**config.mk**
```make
export PLATFORM = sky130hd
export DESIGN_NAME = uart_tx_sched
export DESIGN_NICKNAME = d
export VERILOG_FILES = /design/src/rtl/uart_tx_sched.sv
export SDC_FILE = /design/constraint.sdc
export NUM_CORES = 1
export LEC_CHECK = 0
export ABC_CLOCK_PERIOD_IN_PS = 2500
export CORE_MARGIN = 1.5
export CORE_UTILIZATION = 28
export CTS_CLUSTER_SIZE = 20
export DETAILED_ROUTE_END_ITERATION = 7
export PLACE_DENSITY = 0.58
export SETUP_SLACK_MARGIN = 0.3
export SKIP_CTS_REPAIR_TIMING = 1
export SLEW_MARGIN = 20
export SYNTH_ARGS = -nofsm -noshare
export SYNTH_HDL_FRONTEND = slang
export SYNTH_SLANG_ARGS = --single-unit
```
**constraint.sdc**
```tcl
create_clock -name clk -period 2.5 [get_ports clk]
set_input_delay 0.5 -clock clk [delete_from_list [all_inputs] [get_ports clk]]
set_output_delay 0.5 -clock clk [all_outputs]
set_load 0.05 [all_outputs]
```
**src/rtl/uart_tx_sched.sv**
```systemverilog
// Two-channel sample scheduler feeding a byte-style uart_tx word interface.
// Latency: a buffered sample starts its frame one cycle after capture; words follow tx_rdy handshakes.
// Backpressure: per-channel 1-deep buffer; sN_ready drops while the buffer holds an unsent sample.
//
// Ports:
//   clk, rst            system clock, asynchronous active-high reset
//   en                  permit new frames (a running frame always completes)
//   s0_* / s1_*         valid/ready sample inputs, 2*N_data bits each
//   tx_rdy              uart_tx idle indication (combinationally drops on tx_wreq)
//   tx_wreq, tx_wdata   registered word write request and word to uart_tx
//   busy                scheduler is inside a frame
//   seq                 3-bit frame sequence counter, carried in each header
module uart_tx_sched #(
    parameter int         N_data = 6,
    parameter logic [1:0] HDR    = 2'b11
) (
    input  logic                  clk,
    input  logic                  rst,
    input  logic                  en,
    input  logic                  s0_valid,
    input  logic [2*N_data-1:0]   s0_data,
    output logic                  s0_ready,
    input  logic                  s1_valid,
    input  logic [2*N_data-1:0]   s1_data,
    output logic                  s1_ready,
    input  logic                  tx_rdy,
    output logic                  tx_wreq,
    output logic [N_data-1:0]     tx_wdata,
    output logic                  busy,
    output logic [2:0]            seq
);

    typedef enum logic [2:0] {
        ST_IDLE  = 3'd0,
        ST_WAIT  = 3'd1,
        ST_ISSUE = 3'd2,
        ST_GUARD = 3'd3,
        ST_DRAIN = 3'd4
    } state_t;

    state_t                state_q, state_d;
    logic [1:0]            idx_q, idx_d;
    logic [2:0]            seq_q, seq_d;
    logic                  ptr_q, ptr_d;      // last channel served
    logic [N_data-1:0]     wdata_q, wdata_d;
    logic                  wreq_q, wreq_d;
    logic [2*N_data-1:0]   shift_q, shift_d;  // remaining sample words, MSB word first
    logic                  full0_q, full0_d;
    logic                  full1_q, full1_d;
    logic [2*N_data-1:0]   buf0_q, buf0_d;
    logic [2*N_data-1:0]   buf1_q, buf1_d;

    logic                  sel;
    logic                  clr0, clr1;
    logic                  take0, take1;

    // Header word: marker in the top two bits, then seq, then channel id.
    function automatic logic [N_data-1:0] make_hdr(input logic [2:0] s, input logic ch);
        logic [N_data-1:0] h;
        h                      = '0;
        h[N_data-1:N_data-2]   = HDR;
        h[3:1]                 = s;
        h[0]                   = ch;
        return h;
    endfunction

    // Ready is forced low during reset so nothing is captured into a buffer being cleared.
    assign s0_ready = ~full0_q & ~rst;
    assign s1_ready = ~full1_q & ~rst;
    assign take0    = s0_valid & s0_ready;
    assign take1    = s1_valid & s1_ready;

    assign tx_wreq  = wreq_q;
    assign tx_wdata = wdata_q;
    assign busy     = (state_q != ST_IDLE);
    assign seq      = seq_q;

    always_comb begin
        state_d = state_q;
        idx_d   = idx_q;
        seq_d   = seq_q;
        ptr_d   = ptr_q;
        wdata_d = wdata_q;
        shift_d = shift_q;
        sel     = 1'b0;
        clr0    = 1'b0;
        clr1    = 1'b0;

        case (state_q)
            ST_IDLE: begin
                if (en && (full0_q || full1_q)) begin
                    // Tie goes to the channel not served last; otherwise whoever is full.
                    sel     = (full0_q && full1_q) ? ~ptr_q : full1_q;
                    shift_d = sel ? buf1_q : buf0_q;
                    clr0    = ~sel;
                    clr1    = sel;
                    ptr_d   = sel;
                    wdata_d = make_hdr(seq_q, sel);
                    idx_d   = 2'd0;
                    state_d = ST_WAIT;
                end
            end
            ST_WAIT: begin
                if (tx_rdy) begin
                    state_d = ST_ISSUE;
                end
            end
            ST_ISSUE: begin
                state_d = ST_GUARD;
            end
            ST_GUARD: begin
                // tx_rdy is deliberately ignored here: uart_tx needs a cycle to show busy.
                if (idx_q != 2'd2) begin
                    idx_d   = idx_q + 2'd1;
                    wdata_d = shift_q[2*N_data-1:N_data];
                    shift_d = {shift_q[N_data-1:0], {N_data{1'b0}}};
                    state_d = ST_WAIT;
                end else begin
                    state_d = ST_DRAIN;
                end
            end
            ST_DRAIN: begin
                if (tx_rdy) begin
                    seq_d   = seq_q + 3'd1;
                    state_d = ST_IDLE;
                end
            end
            default: begin
                state_d = ST_IDLE;
            end
        endcase
    end

    // Registered write request: asserted exactly while the state register holds ISSUE,
    // so it never depends combinationally on tx_rdy.
    assign wreq_d = (state_d == ST_ISSUE);

    // A buffer is cleared only while full, when its ready is low, so clear and capture never collide.
    always_comb begin
        full0_d = full0_q;
        full1_d = full1_q;
        buf0_d  = buf0_q;
        buf1_d  = buf1_q;
        if (clr0) begin
            full0_d = 1'b0;
        end else if (take0) begin
            full0_d = 1'b1;
            buf0_d  = s0_data;
        end
        if (clr1) begin
            full1_d = 1'b0;
        end else if (take1) begin
            full1_d = 1'b1;
            buf1_d  = s1_data;
        end
    end

    always_ff @(posedge clk or posedge rst) begin
        if (rst) begin
            state_q <= ST_IDLE;
            idx_q   <= 2'd0;
            seq_q   <= 3'd0;
            ptr_q   <= 1'b1;
            wdata_q <= '0;
            wreq_q  <= 1'b0;
            shift_q <= '0;
            full0_q <= 1'b0;
            full1_q <= 1'b0;
            buf0_q  <= '0;
            buf1_q  <= '0;
        end else begin
            state_q <= state_d;
            idx_q   <= idx_d;
            seq_q   <= seq_d;
            ptr_q   <= ptr_d;
            wdata_q <= wdata_d;
            wreq_q  <= wreq_d;
            shift_q <= shift_d;
            full0_q <= full0_d;
            full1_q <= full1_d;
            buf0_q  <= buf0_d;
            buf1_q  <= buf1_d;
        end
    end

endmodule

```
# --- Word level (Yosys, flattened, before mapping) ---
# Index checks and enable logic that the tools add are counted.
word_totals:
  register_bits: 54
  latch_bits: 0
  wordCells: 69
  memories: 0
  ramBits: 0
  mem_bits_ro: 0
  input_bits: 30
  out_inout_bits: 13
op_classes:
  bitwise_logic: 11
  n_mul: 0
  eq_ne: 8
  magnitude_cmp: 0
  muxes: 24
  n_div: 0
  n_shift: 0
  n_reduce_logical: 13
  add_sub_neg: 2
ops:
  columns: ["operator", "n"]
  rows:
  - ["12-bit two-way mux", 3]
  - ["12-bit case mux with 2 select lines", 1]
  - ["3-bit case mux with 5 select lines", 1]
  - ["3-bit two-way mux", 4]
  - ["6-bit two-way mux", 2]
  - ["6-bit case mux with 2 select lines", 1]
  - ["3-bit by 2-bit equality test with 1-bit output, second input constant", 3]
  - ["1-bit two-way mux", 9]
  - ["2-bit AND reduction", 4]
  - ["1-bit NOT", 7]
  - ["2-bit inequality test, second input constant", 3]
  - ["2-bit nonzero test", 3]
  - ["1-bit AND", 4]
  - ["2-bit two-way mux", 2]
  - ["2-bit case mux with 2 select lines", 1]
  - ["3-bit by 1-bit adder with 3-bit output, second input constant", 1]
  - ["3-bit by 1-bit equality test with 1-bit output, second input constant", 1]
  - ["3-bit equality test, second input constant", 1]
  - ["3-bit logical NOT", 1]
  - ["3-bit AND reduction", 1]
  - ["3-bit nonzero test", 1]
  - ["2-bit by 1-bit adder with 2-bit output, second input constant", 1]
  - ["1-bit logical AND", 2]
  - ["1-bit logical OR", 1]

# --- Longest topological paths before layout ---
logic_depth:
  depth_word: 7
  depth_mapped: 7
  depth_no_buf: 5

# --- Worst setup path after synthesis ---
# OpenSTA, ideal clock, no wires.
synth_timing:
  path_kind: "input to register"
  from: "input port rst"
  to: "register buf1_q[0]"
  arrival_time_ns: 2.200
  n_path_buf: 1
  stages: 4
  t_required_ns: 2.375
  slack_ns: 0.176
  setup_ns: 0.125
  cell_sequence: "nor2_1 and2_0 clkbuf_1 mux2_2"
synth_via:
  elab_chain_cells: 4
synth_lines:
  columns: ["item", "line", "rtl"]
  rows:
  - ["start, declared", "18", "input logic rst,"]
  - ["1-bit NOT", "69", "assign s1_ready = ~full1_q & ~rst;"]
  - ["1-bit AND", "69", null]
  - ["1-bit AND", "71", "assign take1 = s1_valid & s1_ready;"]
  - ["2-bit AND reduction (no line)", null, null]
  - ["end signal, assigned", "182", "buf1_q <= buf1_d;"]
  - ["end, declared", "51", "logic [2*N_data-1:0] buf1_q, buf1_d;"]
# Every way passes these cells.
# A chain may end at the register's enable or synchronous reset.

# --- Worst setup path in the final report ---
layout_timing:
  from: "input port en"
  to: "register shift_q[10]"
layout_via:
  elab_chain_cells: 3
layout_lines:
  columns: ["item", "line", "rtl"]
  rows:
  - ["start, declared", "19", "input logic en,"]
  - ["1-bit logical AND", "91", "if (en && (full0_q || full1_q)) begin"]
  - ["2-bit inequality test (no line)", null, null]
  - ["3-bit AND reduction (no line)", null, null]
  - ["end signal, assigned", "178", "shift_q <= shift_d;"]
  - ["end, declared", "47", "logic [2*N_data-1:0] shift_q, shift_d;"]
# Every way passes these cells.

==> results.ini <==
[status]
status = completed

[synth]
yosys.area_share.simple_pct = 7.98
synth_fa_ha_area_share_pct = 1.02
ys_warn_count = 0
ys_types = 35
synth_area_mm2 = 0.00246
synth_top_family_by_area = multiplexers
synth-compound-area-share_pct = 14.0
synth_mux_area_share_pct = 17.9
synthArstFlopShare_pct = 100
yosys-top-cells-area = dfrtp_1 54%, mux2_2 15%, o211ai_1 3.7%
synth-seq-cells = 54
ys_seq_area_share_pct = 55.0
syn_inst = 193
syn_nets = 225
synth_edf_count = 0
ys.flop_type = dfrtp_1
synth_top_cell_by_area = dfrtp_1
synth.top_cell.area_share_pct = 53.9
synth-xor-area-share_pct = 0.712
synth.avg_cell_area_um2 = 12.8

[placed_design]
routabilityCongestion = 0.794
dp_hpwl_um = 3700
dp.cells = 338
numPortBuffers = 42

[floorplan]
start_util_pct = 28.5
row_count = 34
core_mm2 = 0.00864
die_height_um = 96.8
die_w_um = 96.8
die_area_mm2 = 0.00936
io_pins = 43

[timing]
fmax_ghz = 0.483
timing.setup.tns_ns = 0
finClkSkew_ns = 0.00832
final_hold_viol_count = 0
whs_ns = 0.489
relSlewSlack_pct = 35.2
post-route-period-util_pct = 82.8
slew_viol_final = 0
setup_violations = 0
period_needed_ns = 2.07
worstMarginPinSlew_ns = 0.968
rsz0062_at_grt = no

[pwr]
seqPwrFrac_pct = 40.7
peakVddDrop_mv = 0.348
clkPwrFrac_pct = 12.4
swShare_pct = 39.0
powerDensity_mw_per_mm2 = 1210
p_int_w = 0.00232
leakage_nw = 1.30
finalPower_w = 0.00380
p_comb_share_pct = 46.9
switching_power_w = 0.00148

[cells_and_area]
fin_cells = 346
final_common_cell = dfrtp_1
layout_common_cells = 53 x dfrtp_1, 39 x clkdlybuf4s50_1, 33 x mux2_2
nNetsFinal = 269
n_fill_cell = 883
final_util_pct = 36.3
area_delta_synth_final_pct = 27.5
antennaDiodeCount = 0
drive_gt1_share_pct = 24.4

[hold_path]
min_from = idx_q[0]$_DFFE_PP0P_
hold_path_class = register to register

[run]
drv_cap = 0

[global_route]
met2_usage_pct = 18.3
grt_pass1_wl_um = 8710
grt_use_total_pct = 11.6
antenna_found_initial = 0
grt_start_max_net_pins = 31
grt.overflow.total = 0
top_usage_layer = met2
grt_pass1_vias = 1696
met1_usage_pct = 16.3
grt_use_met3_pct = 2.38

[clock_network]
cts_buffers = 5
clk_latency_ns = 0.30
clock-sinks = 54
cts_tree = done
cts.clk_slew.worst_paths_ns = 0.10
cts-root-buf = clkbuf_8
htree_levels = 2
clk_path_buf_depth = 2

[detailed_routing]
vias = 1684
wl_per_cell_um = 15.0
wirelength_um = 5200
drt.antenna.violating_nets = 0
viasPerCell = 4.87
drcViolationCount = 0
first_pass_iters = 4
drt_iter0_drc = 95

[worst_setup_path]
crit_type = primary input to register
critPathSlowestCell = or4b_1
reg2reg_to = shift_q[10]$_DFFE_PP0P_
reg2regPathDepth = 4
worstPathRequired_ns = 2.71
regToRegSetupSlack_ns = 0.51
timing.critical_path.to = shift_q[10]$_DFFE_PP0P_
worstPathMaxFanout = 17
startpoint = en
slowest_delay_ns = 0.51
crit_chain = clkdlybuf4s50_1 > or4b_1 > buf_4 > o21a_4 > o31ai_1
worstPathArrival_ns = 2.28
cp-start-kind = primary input
r2r-start = state_q[2]$_DFF_PP0_
critPathCaptureType = register

-- area by class of cell --
class,instances,area [um^2],share of cell area [%]
timing repair buffer,51,523,16.7
clock inverter,1,7.51,0.239
clock buffer,7,76.3,2.43
multi-input combinational,122,1030,32.9
tap,108,135,4.31
sequential,54,1350,43.1
inverter,3,11.3,0.359
-- power groups by stage --
stage	clock network [W]	registers [W]	logic, W
5_1_grt	0.000539	0.00161	0.00193
2_1_floorplan	0	0.00164	0.00119
3_3_place_gp	0	0.00156	0.00176
3_5_place_dp	0	0.00157	0.00179
4_1_cts	0.000495	0.00155	0.00180
6_report	0.000473	0.00155	0.00178
-- synth_stat cells (all sizes together), types with 2 or more instances --
master,count
clkbuf,8
o31ai,12
nand2,4
inv,3
o22a,4
o21ai,4
a21boi,2
nand2b,2
ha,2
and2,8
dfrtp,53
nand3b,2
o211ai,12
buf,6
mux2i,7
nor2,12
a221oi,6
mux2,33
-- registers in the layout, summed over array words and instances (netlist names), 2 cells and up --
signal and flops:
shift_q 12, tx_wdata 6, state_q 3, buf1_q 12, idx_q 2, buf0_q 12, seq 3
-- metal layers --
layer,vias up,routed length (um)
li1,801,-
met1,850,2530
met2,31,2470
met3,2,171
met4,0,24
met5,-,0
-- worst min path at each step --
| stage | endpoint | slack [ns] | depth (start not counted) |
|---|---|---|---|
| after floorplan | idx_q[0]$_DFFE_PP0P_ | 0.45 | 1 |
| after global placement | idx_q[0]$_DFFE_PP0P_ | 0.46 | 1 |
| after detailed placement | idx_q[0]$_DFFE_PP0P_ | 0.48 | 1 |
| after CTS | idx_q[0]$_DFFE_PP0P_ | 0.49 | 1 |
| after global routing | idx_q[1]$_DFFE_PP0P_ | 0.52 | 1 |
| final | idx_q[0]$_DFFE_PP0P_ | 0.49 | 1 |
-- stage by stage --
stage / instance area [um^2] / setup slack (ns)
3_5_place_dp: 3050 / 0.127
5_1_grt: 3140 / 0.363
3_3_place_gp: 3050 / 0.174
4_1_cts: 3130 / 0.131
2_1_floorplan: 2470 / 0.438
6_report: 3140 / 0.429
-- cells by family after synthesis --
kind of cell,count (synthesis)
compound gates,44
xor+xnor,2
fa+ha+maj,2
buf+inv,17
flops,54
mux,40
simple gates,34
-- critical path: cells and delay by family --
| kind | cells | cell delay, ns |
|---|---|---|
| AOI/OAI and AO/OA | 2 | 0.56 |
| buffers and inverters | 2 | 0.69 |
| and+or+nand+nor | 1 | 0.51 |
Note: power is estimated with default switching activity, not from simulation.
==> RTL change, RTL diff (config.mk and constraints unchanged) <==
Re-encode `state_t` (5 states) as one-hot, 5 bits wide.
--- a/src/rtl/uart_tx_sched.sv
+++ b/src/rtl/uart_tx_sched.sv
@@ -30,12 +30,12 @@
     output logic [2:0]            seq
 );
 
-    typedef enum logic [2:0] {
-        ST_IDLE  = 3'd0,
-        ST_WAIT  = 3'd1,
-        ST_ISSUE = 3'd2,
-        ST_GUARD = 3'd3,
-        ST_DRAIN = 3'd4
+    typedef enum logic [4:0] {
+        ST_IDLE  = 5'b00001,
+        ST_WAIT  = 5'b00010,
+        ST_ISSUE = 5'b00100,
+        ST_GUARD = 5'b01000,
+        ST_DRAIN = 5'b10000
     } state_t;
 
     state_t                state_q, state_d;
Function: no difference found for any inputs over 10 cycles, from zero or initial values and one cycle with rst high; not proved beyond that.
==> RTL change against the original RTL <==
Clock power grew 6.8%; register-to-register slack gained 0.22 ns; wire length shrank 1.9%; die area grew 3.7%; worst setup slack lost 0.014 ns; power shrank 16%; synthesized cell count grew 3.1%; sequential share of layout area grew 0.93 points; design area grew 1.6%; sequential cell count grew 2; area after synthesis grew 3.8%; count of clock-buffer cells in the layout shrank 2; global-route usage shrank 0.42 points; sequential power shrank 3%; critical endpoint is now seq[0].
==> RTL change: results (changes against the original RTL) <==
[outcome]
status=finished clean

[global_route]
met2_usage_pct=18.18  ; -0.11 points
grt_pass1_vias=1680  ; -0.94%
use_met1_pct=15.06  ; -1.3 points
grt_util_met3_pct=2.270  ; -0.11 points
grt_pass1_wl_mm=8.569  ; -1.6%

[yosys]
synth_common_cells=dfrtp_1 (54), mux2_2 (25), mux2i_1 (17), nor2_1 (15), a21o_1 (7)
ys_seq_area_share_pct=54.95  ; about the same
synthAdderAreaFrac_pct=0.9794  ; -0.037 points
synthXorXnorAreaFrac_pct=0.6856  ; -0.026 points
syn-num-nets=231  ; +2.7%

[finish]
nClkBuffers=5  ; -2
seq_share_pct=44.05  ; +0.93 points
clock_area_share_pct=2.827  ; +0.15 points
buffer_area_share_pct=15.70  ; -0.97 points
nNetsFinal=275  ; +2.2%
finish.utilization_pct=36.36  ; +0.042 points
nMultiInputCombCells=129  ; +5.7%

[power]
swShare_pct=34.79  ; -4.2 points
vdd_drop_max_v=0.0003324  ; -4.5%

[placed_design]
placedInstanceArea_sq_mm=0.003094  ; +1.4%
placedCellCount=344  ; +1.8%

[worst_setup_path]
max_stage_delay_ns=0.83  ; +0.32 ns
critPathMaxFanout=4  ; -13
worstPathArrival_ns=1.58  ; -0.70 ns

[detailed_routing]
wl_met3_um=190  ; +11%
wl_met2_mm=2.509  ; +1.7%

[sta]
final.setup_skew_ns=0.007646  ; -0.0006778 ns

[RTL change: cell types whose count changed in the layout (fill, tap and decap cells not counted), moves of 7 or more]
cell	change
mux2i_1	+10
a21o_1	+7
mux2_2	-8
o31ai_1	-12
o211ai_1	-12
[RTL change: kinds of logic after synthesis]
family / count (synthesis)
AOI/OAI and AO/OA: 32
xor gates and xnor gates: 2
adders and majority gates: 2
buffers and inverters: 14
DFF: 56
muxes: 42
and+or+nand+nor: 51
[RTL change: worst reg2reg max path, cell delays in order, from the launching register on]
cell and delay (ns):
dfrtp_1 0.38, inv_1 0.05, ha_1 0.23, nor4b_4 0.33
nand2_4 0.14, and2_4 0.23, a221o_1 0.30
[RTL change: path summary, 6_finish.rpt]
path,end,slack [ns]
setup / recovery,seq[0],0.42
hold / removal,idx_q[0],0.48
setup reg to reg,shift_q[11],0.73
hold reg to reg,idx_q[0],0.48
max in group asynchronous,state_q[0],1.59
min in group asynchronous,full1_q,0.61
